===== src/rtl/sequenciador_disco_pkg.sv =====
// Shared types for the disk-transfer sequencer: FSM state encoding.
package sequenciador_disco_pkg;

  typedef enum logic [2:0] {
    ST_IDLE = 3'd0,
    ST_REQ  = 3'd1,
    ST_WAIT = 3'd2,
    ST_DONE = 3'd3,
    ST_ERR  = 3'd4
  } state_t;

endpackage


===== src/rtl/sequenciador_disco_if.sv =====
// Disk controller bus between the sequencer (master) and the disk controller (slave).
// Handshake: disk_req is a one-cycle strobe with disk_we/disk_addr/disk_wdata held stable
// until completion; disk_ack is a one-cycle completion pulse, disk_rdata valid with it.
interface disk_if #(
  parameter int ADDR_W = 16,
  parameter int DATA_W = 32
);
  logic              disk_req;
  logic              disk_we;
  logic [ADDR_W-1:0] disk_addr;
  logic [DATA_W-1:0] disk_wdata;
  logic              disk_ack;
  logic [DATA_W-1:0] disk_rdata;

  modport master (
    output disk_req, disk_we, disk_addr, disk_wdata,
    input  disk_ack, disk_rdata
  );

  modport slave (
    input  disk_req, disk_we, disk_addr, disk_wdata,
    output disk_ack, disk_rdata
  );
endinterface


===== src/rtl/sequenciador_disco_contador_timeout.sv =====
// Timeout counter for the disk wait phase: clear, count-enable, expiry flag.
module contador_timeout #(
  parameter int CNT_W   = 10,
  parameter int TIMEOUT = 1023
) (
  input  logic             clk,
  input  logic             rst,
  input  logic             clear,
  input  logic             enable,
  output logic [CNT_W-1:0] count,
  output logic             expired
);

  always_ff @(posedge clk) begin
    if (rst || clear) begin
      count <= '0;
    end else if (enable) begin
      count <= count + CNT_W'(1);
    end
  end

  assign expired = (count == CNT_W'(TIMEOUT));

endmodule


===== src/rtl/sequenciador_disco.sv =====
// Multi-cycle sequencer for ldk/sdk: stalls the core while one word crosses the slow
// req/ack disk interface, returns read data and flags timeouts.
module sequenciador_disco
  import sequenciador_disco_pkg::*;
#(
  parameter int ADDR_W  = 16,
  parameter int DATA_W  = 32,
  parameter int TIMEOUT = 1023,
  parameter int CNT_W   = 10
) (
  input  logic              clk,
  input  logic              rst,
  input  logic              isDisk,
  input  logic              diskWrite,
  input  logic [ADDR_W-1:0] addr,
  input  logic [DATA_W-1:0] wdata,
  output logic              stall,
  output logic              done,
  output logic              err,
  output logic [DATA_W-1:0] rdata,
  output state_t            state_dbg,
  disk_if.master            disk
);

  state_t           state, state_nx;
  logic             start;
  logic             cnt_clr, cnt_en, cnt_expired;
  logic [CNT_W-1:0] cnt;

  assign start     = isDisk | diskWrite;
  assign state_dbg = state;

  // Counter is held at zero in IDLE and counts REQ plus every WAIT cycle,
  // so it reads k during the k-th WAIT cycle.
  contador_timeout #(
    .CNT_W  (CNT_W),
    .TIMEOUT(TIMEOUT)
  ) u_timeout (
    .clk    (clk),
    .rst    (rst),
    .clear  (cnt_clr),
    .enable (cnt_en),
    .count  (cnt),
    .expired(cnt_expired)
  );

  always_ff @(posedge clk) begin
    if (rst) begin
      state <= ST_IDLE;
    end else begin
      state <= state_nx;
    end
  end

  always_comb begin
    state_nx      = state;
    stall         = 1'b0;
    done          = 1'b0;
    err           = 1'b0;
    disk.disk_req = 1'b0;
    cnt_clr       = 1'b0;
    cnt_en        = 1'b0;
    case (state)
      ST_IDLE: begin
        cnt_clr = 1'b1;
        // Combinational stall keeps the PC on the ldk/sdk in its first cycle.
        if (start) begin
          stall    = 1'b1;
          state_nx = ST_REQ;
        end
      end
      ST_REQ: begin
        stall         = 1'b1;
        disk.disk_req = 1'b1;
        cnt_en        = 1'b1;
        state_nx      = disk.disk_ack ? ST_DONE : ST_WAIT;
      end
      ST_WAIT: begin
        stall  = 1'b1;
        cnt_en = 1'b1;
        if (disk.disk_ack) begin
          state_nx = ST_DONE;
        end else if (cnt_expired) begin
          state_nx = ST_ERR;
        end
      end
      ST_DONE: begin
        done     = 1'b1;
        state_nx = ST_IDLE;
      end
      ST_ERR: begin
        err      = 1'b1;
        state_nx = ST_IDLE;
      end
      default: state_nx = ST_IDLE;
    endcase
  end

  always_ff @(posedge clk) begin
    if (rst) begin
      rdata           <= '0;
      disk.disk_we    <= 1'b0;
      disk.disk_addr  <= '0;
      disk.disk_wdata <= '0;
    end else begin
      if (state == ST_IDLE && start) begin
        disk.disk_we    <= diskWrite;
        disk.disk_addr  <= addr;
        disk.disk_wdata <= wdata;
      end
      if ((state == ST_REQ || state == ST_WAIT) && disk.disk_ack && !disk.disk_we) begin
        rdata <= disk.disk_rdata;
      end else if (state_nx == ST_ERR) begin
        rdata <= '0;
      end
    end
  end

endmodule


===== src/flat_wrapper.sv =====
// flat-port wrapper written by rule: the top's interface ports become plain ports
module sequenciador_disco_flat import sequenciador_disco_pkg::*;
#(
  parameter int ADDR_W  = 16,
  parameter int DATA_W  = 32,
  parameter int TIMEOUT = 1023,
  parameter int CNT_W   = 10
)
  (clk, rst, isDisk, diskWrite, addr, wdata, stall, done, err, rdata, state_dbg, disk_disk_req, disk_disk_we, disk_disk_addr, disk_disk_wdata, disk_disk_ack, disk_disk_rdata);
  disk_if #(.ADDR_W(ADDR_W), .DATA_W(DATA_W)) disk_i ();
  input  logic clk;
  input  logic rst;
  input  logic isDisk;
  input  logic diskWrite;
  input  logic [ADDR_W-1:0] addr;
  input  logic [DATA_W-1:0] wdata;
  output logic stall;
  output logic done;
  output logic err;
  output logic [DATA_W-1:0] rdata;
  output state_t state_dbg;
  output wire logic [$bits(disk_i.disk_req)-1:0] disk_disk_req;
  output wire logic [$bits(disk_i.disk_we)-1:0] disk_disk_we;
  output wire logic [$bits(disk_i.disk_addr)-1:0] disk_disk_addr;
  output wire logic [$bits(disk_i.disk_wdata)-1:0] disk_disk_wdata;
  input wire logic [$bits(disk_i.disk_ack)-1:0] disk_disk_ack;
  input wire logic [$bits(disk_i.disk_rdata)-1:0] disk_disk_rdata;
  assign disk_disk_req = disk_i.disk_req;
  assign disk_disk_we = disk_i.disk_we;
  assign disk_disk_addr = disk_i.disk_addr;
  assign disk_disk_wdata = disk_i.disk_wdata;
  assign disk_i.disk_ack = disk_disk_ack;
  assign disk_i.disk_rdata = disk_disk_rdata;
  sequenciador_disco #(.ADDR_W(ADDR_W), .DATA_W(DATA_W), .TIMEOUT(TIMEOUT), .CNT_W(CNT_W)) u_core (.clk(clk), .rst(rst), .isDisk(isDisk), .diskWrite(diskWrite), .addr(addr), .wdata(wdata), .stall(stall), .done(done), .err(err), .rdata(rdata), .state_dbg(state_dbg), .disk(disk_i));
endmodule

===== config.mk =====
export PLATFORM = sky130hd
export DESIGN_NAME = sequenciador_disco_flat
export DESIGN_NICKNAME = d
export VERILOG_FILES = /design/src/rtl/sequenciador_disco_pkg.sv /design/src/rtl/sequenciador_disco_if.sv /design/src/rtl/sequenciador_disco_contador_timeout.sv /design/src/rtl/sequenciador_disco.sv /design/src/flat_wrapper.sv
export SDC_FILE = /design/constraint.sdc
export NUM_CORES = 1
export LEC_CHECK = 0
export ABC_CLOCK_PERIOD_IN_PS = 2900
export CAP_MARGIN = 0
export CORE_ASPECT_RATIO = 1.4
export CORE_UTILIZATION = 40
export CTS_BUF_LIST = sky130_fd_sc_hd__clkbuf_4 sky130_fd_sc_hd__clkbuf_8
export DETAILED_ROUTE_END_ITERATION = 8
export PLACE_DENSITY_LB_ADDON = 0.1
export SLEW_MARGIN = 10
export SYNTH_ARGS = -nofsm -noshare
export SYNTH_HDL_FRONTEND = slang
export SYNTH_SLANG_ARGS = --single-unit

===== constraint.sdc =====
create_clock -name clk -period 2.9 [get_ports clk]
set_input_delay 0.29 -clock clk [delete_from_list [all_inputs] [get_ports clk]]
set_output_delay 0.29 -clock clk [all_outputs]
set_load 0.05 [all_outputs]

== After elaboration in Yosys (flattened, before gate mapping) ==
Cells that the tools add are included.

* Flip-flop bits (word level): 94
* Input port bits: 85
* Output and inout bits: 88
* Logic and storage cells: 37

* Add/sub/neg operators: 1
* Equal/unequal tests: 6
* Multiplexer cells: 14
* Bitwise operators: 1
* Reduce and logical (&&, ||, !) cells: 9

{| class="wikitable"
|+ Operator list
! cell !! count
|-
| 32-bit 2-to-1 mux || 2
|-
| 10-bit by 1-bit adder with 10-bit output (second input constant) || 1
|-
| 10-bit equality test (second input constant) || 1
|-
| 3-bit 2-to-1 mux || 3
|-
| 3-bit case mux with 3 select lines || 1
|-
| 1-bit 2-to-1 mux || 7
|-
| 3-bit by 2-bit equality test with 1-bit output (second input constant) || 2
|-
| 3-bit equality test (second input constant) || 2
|-
| 3-bit by 1-bit equality test with 1-bit output (second input constant) || 1
|-
| 1-bit logical AND || 3
|-
| 3-bit logical NOT || 1
|-
| 1-bit logical OR || 2
|-
| 1-bit case mux with 2 select lines || 1
|-
| 2-bit nonzero test || 1
|-
| 2-bit OR reduction || 1
|-
| 1-bit logical NOT || 1
|-
| 1-bit OR || 1
|}

== Logic depth before layout (Yosys ltp) ==
* Depth after elaboration: 7
* Depth in mapped cells: 6

== Cells and area by module ==
From an unflattened synthesis, not the netlist that was laid out.

* Cells, all modules: 360
* Area total of the unflattened synthesis: 3,325.7 um2

{| class="wikitable"
|+ Modules (own cells, without submodules)
! module !! instances !! cells each !! area an instance (um2) !! seq. area each (um2)
|-
| sequenciador_disco || 1 || 310 || 2,870.3 || 1,681.6
|-
| contador_timeout || 1 || 50 || 455.4 || 200.2
|}

== Worst setup path before layout ==
Ideal clock, no wire load.

* Path type: flip-flop to output port
* From: register u_core.state[2], in the netlist u_core.state_dbg[2]
* To: output err
* Data arrival time: 2,216 ps
* Required time: 2,610 ps
* Setup slack: 394 ps
* Stages on the path, launching flop included: 3
* Cells stage by stage: dfxtp_1 -> clkbuf_1 -> nor3b_1

* Longest elaborated chain between the ends: 2

{| class="wikitable"
|+ Ends and longest elaborated chain
! what !! line !! RTL
|-
| from (decl) || sequenciador_disco.sv:25 || <nowiki>state_t state, state_nx;</nowiki>
|-
| from (signal assigned) || sequenciador_disco.sv:51 || <nowiki>state <= state_nx;</nowiki>
|-
| 3-bit equality test || sequenciador_disco.sv:63 || <nowiki>case (state)</nowiki>
|-
| 1-bit 2-to-1 mux || sequenciador_disco.sv:63 ||
|-
| to (decl) || flat_wrapper.sv:19 || <nowiki>output logic err;</nowiki>
|}

Every way passes these cells.

== Final worst setup path ==
* From: register u_core.state[2], in the netlist u_core.state_dbg[2]
* To: output stall

* Longest elaborated chain between the ends: 3
* Elaborated cells on any way between the ends: 5
* Classes of those cells: 2 x eq/ne; 1 x mux; 2 x reduce/logical

{| class="wikitable"
|+ Ends and longest elaborated chain
! what !! line !! RTL
|-
| 3-bit by 2-bit equality test with 1-bit output / 3-bit by 1-bit equality test with 1-bit output (equally long branches) || sequenciador_disco.sv:63 ||
|-
| 2-bit OR reduction (no line) || - ||
|-
| 1-bit case mux with 2 select lines * || sequenciador_disco.sv:63 ||
|-
| to (decl) || flat_wrapper.sv:17 || <nowiki>output logic stall;</nowiki>
|}

Every way passes the cells marked *; elsewhere a longest branch is shown, timed or not.

==> impl_metrics.csv <==
group,metric,value,unit
floorplan,ios,173,
placement,dpl.hpwl,6170,µm
synth,synth_seq_area_share,56.0,%
timing,slew_headroom,58.2,%
setup_path,timing.critical_path.slowest_cell_delay,850,ps
global_route,grt_pass1_wl,14400,µm
synth,cell_area_after_synthesis,3360,µm²
hold_path,timing.hold.worst.class,"input port to flop",
timing,max_clock_freq,385,MHz
clock_tree,cts_tree,"yes",
setup_path,worst_path_max_delay_cell,"sky130_fd_sc_hd__clkdlybuf4s50_1",
timing,least_setup_slack_across_all_paths_after_layout,301,ps
setup_path,cp_data_required_time,2610,ps
clock_tree,clock_sinks,94,
floorplan,die_area,8780,µm²
synth,synth.ff_latch_count,94,
final_layout,most_frequent_standard_cell_in_the_layout_excluding_fill_and_tap_cells,"sky130_fd_sc_hd__clkdlybuf4s50_1",
floorplan,initial_utilization,41.3,%
pwr,seq_power_share,41.3,%
floorplan,dieHeight,110,µm
timing,final.setup_skew,6.23,ps
setup_path,path_class,"flop to output port",
timing,tightest_slew,623,ps
final_layout,final_cell_mix,"171 x sky130_fd_sc_hd__clkdlybuf4s50_1, 101 x sky130_fd_sc_hd__nand2_1, 94 x sky130_fd_sc_hd__dfxtp_1",
synth,synth_top_area_cell,"sky130_fd_sc_hd__dfxtp_1",
final_layout,num-nets-final,609,
timing,finalSetupViolations,0,
clock_tree,clkSlewWorstSetupHoldPaths,80,ps
synth,synth-warning-count,0,
final_layout,fillerInstances,668,
run_status,outcome,"finished, final reports clean",
final_layout,finalCoreUtilization,65.2,%
setup_path,cp_cell_sequence,"nor3_2, o21ai_4, o21ai_0, clkdlybuf4s50_1",
route,vias_per_cell,4.93,
clock_tree,cts_root_buffer,"sky130_fd_sc_hd__clkbuf_8",
setup_path,cp-end-kind,"output port",
timing,fin_crit_sh,89.6,%
clock_tree,cts_buffer_depth,2,
clock_tree,clk_latency,360,ps
timing,rsz0062_at_grt,"false",
floorplan,floorplan.rows,39,
synth,synth_largest_type_area_fraction,56.0,%
floorplan,floorplan.die.width,79.5,µm
clock_tree,ctsHoldBuffers,0,
setup_path,critPathTopFamily,"buffers and inverters",
placement,globalplace.congestion,0.728,
global_route,globalRouteTotalUtil,21.0,%
route,detail_route.first_pass.iterations,4,
final_layout,multi_input_area,1340,µm²
global_route,grt_pass1_vias,3027,
clock_tree,cts_resized,0,
synth,synth_nets,444,
route,detail_route.wl_per_cell,13.8,µm
pwr,swShare,37.2,%
flow_run,max_cap_violations,0,
pwr,power_report.internal_total,2.29,mW
synth,syn_inst,358,
final_layout,area.sequential,1880,µm²
pwr,power_per_standard_cell_area,687,nW/µm²
setup_path,cp-start-kind,"flop",
timing,final_max_slew_viol_count,0,
route,postRouteAntennaNets,0,
synth,mapped_avg_cell_area,9.39,µm²
pwr,clockPowerShare,22.6,%
final_layout,layout_cell_share_with_drive_strength_beyond_1,7.01,%
synth,yosys.cell_types.count,35,
pwr,power.total,3.65,mW
timing,worst_hold_slack,385,ps
final_layout,antennaDiodeCount,0,
floorplan,coreArea,8150,µm²
clock_tree,h-tree-depth,3,
pwr,net-switching-power,1.36,mW
route,detailroute.via_count,3109,
route,number_of_remaining_drc_errors,0,
setup_path,cp.arrival,2310,ps
clock_tree,postCtsSetupRepairBufs,0,
synth,post_synth_main_area_contributors,"sky130_fd_sc_hd__dfxtp_1 56%, sky130_fd_sc_hd__nand2_1 11%, sky130_fd_sc_hd__a22o_1 8.3%, sky130_fd_sc_hd__a21oi_1 7.4%, sky130_fd_sc_hd__xnor2_1 2.3%",
clock_tree,tritoncts.num_buffers,9,
timing,finalCriticalPeriod,2600,ps
global_route,pin_count_of_the_biggest_net_entering_global_routing,49,
pwr,proportion_of_power_drawn_by_combinational_gates,36.1,%
setup_path,crit_path_max_fanout,15,
timing,finalHoldViolCount,0,
pwr,peakVddDrop,0.409,mV
final_layout,synthToLayoutAreaGrowth,58.0,%
route,routed_wl,8700,µm
global_route,grt_antenna_before_repair,0,
placement,pre_cts_worst_setup_slack,680,ps
placement,portbufs,172,
setup_path,critical_path.n_buffers_inverters,1,
timing,timing.setup.tns,0,ps
global_route,grt_overflow_total,0,
route,first_iter_violations,93,
pwr,leakagePower,1.96,nW
==> cell usage after synthesis (all sizes together) <==
| library cell | n |
|---|---|
| or2 | 1 |
| nor2b | 1 |
| clkbuf | 9 |
| or4b | 1 |
| a31o | 1 |
| o21a | 1 |
| a211oi | 1 |
| nand2 | 101 |
| dfxtp | 94 |
| nand4 | 1 |
| buf | 16 |
| nand4b | 2 |
| a22oi | 1 |
| xnor2 | 9 |
| o21ai | 3 |
| ha | 1 |
| inv | 1 |
| or2b | 1 |
| nand3b | 1 |
| and3b | 1 |
| a221oi | 1 |
| nor2 | 16 |
| nor4b | 3 |
| o32ai | 1 |
| nor3 | 4 |
| a22o | 32 |
| a21oi | 50 |
| nor3b | 4 |
==> flip-flops by register name, indices dropped and copies added, names as in the netlist <==
signal / flops
u_core.disk.disk_wdata: 32
u_core.rdata: 32
u_core.disk.disk_addr: 16
u_core.u_timeout.count: 10
u_core.state_dbg: 3
u_core.disk.disk_we: 1
==> final timing paths <==
path              slack, ps                                 endpoint                                  start  cells past startpoint
hold reg to reg         460    u_core.disk.disk_addr[3]$_SDFFE_PP0P_  u_core.disk.disk_addr[3]$_SDFFE_PP0P_                      2
hold / removal          380           u_core.state_dbg[2]$_SDFF_PP0_                                    rst                      2
setup reg to reg        870  u_core.disk.disk_wdata[31]$_SDFFE_PP0P_         u_core.state_dbg[2]$_SDFF_PP0_                      5
setup / recovery        300                                    stall         u_core.state_dbg[2]$_SDFF_PP0_                      4
==> per-layer routing <==
metal / track usage (%) / up-vias / wire, µm
met5: 0 / - / 0
met4: 10.7 / 0 / 239
met3: 6.86 / 16 / 727
met2: 33.8 / 124 / 4090
met1: 24.3 / 1429 / 3640
li1: - / 1540 / -
==> per-stage QoR <==
stage | cell area [µm²] | std cells
6_report | 5320 | 630
5_1_grt | 5320 | 630
4_1_cts | 5320 | 630
3_5_place_dp | 5120 | 614
3_3_place_gp | 5120 | 614
2_1_floorplan | 3360 | 358
==> kinds of logic after synthesis <==
logic type      Yosys count  share of synthesized area, %
simple gates            137                          18.6
flops                    94                          56.0
compound gates           91                          18.2
buf+inv                  26                          4.50
xor+xnor                  9                          2.34
fa+ha+maj                 1                         0.372
==> power by group through the flow <==
stage / logic, mW / registers [mW] / clock network [mW]
2_1_floorplan: 0.396 / 2.00 / 0
3_3_place_gp: 1.32 / 1.53 / 0
3_5_place_dp: 1.32 / 1.54 / 0
4_1_cts: 1.33 / 1.51 / 0.860
5_1_grt: 1.40 / 1.53 / 0.914
6_report: 1.32 / 1.51 / 0.827
==> final cells by class <==
cell class | count | share of cell area (%)
flip-flops and latches | 94 | 35.4
repair buffers | 179 | 33.3
multi-input cells | 238 | 25.3
clock buffers | 13 | 3.25
well taps | 102 | 2.40
clock inverters | 3 | 0.330
inverters | 1 | 0.0706
Note: power is estimated with default switching activity, not from simulation.
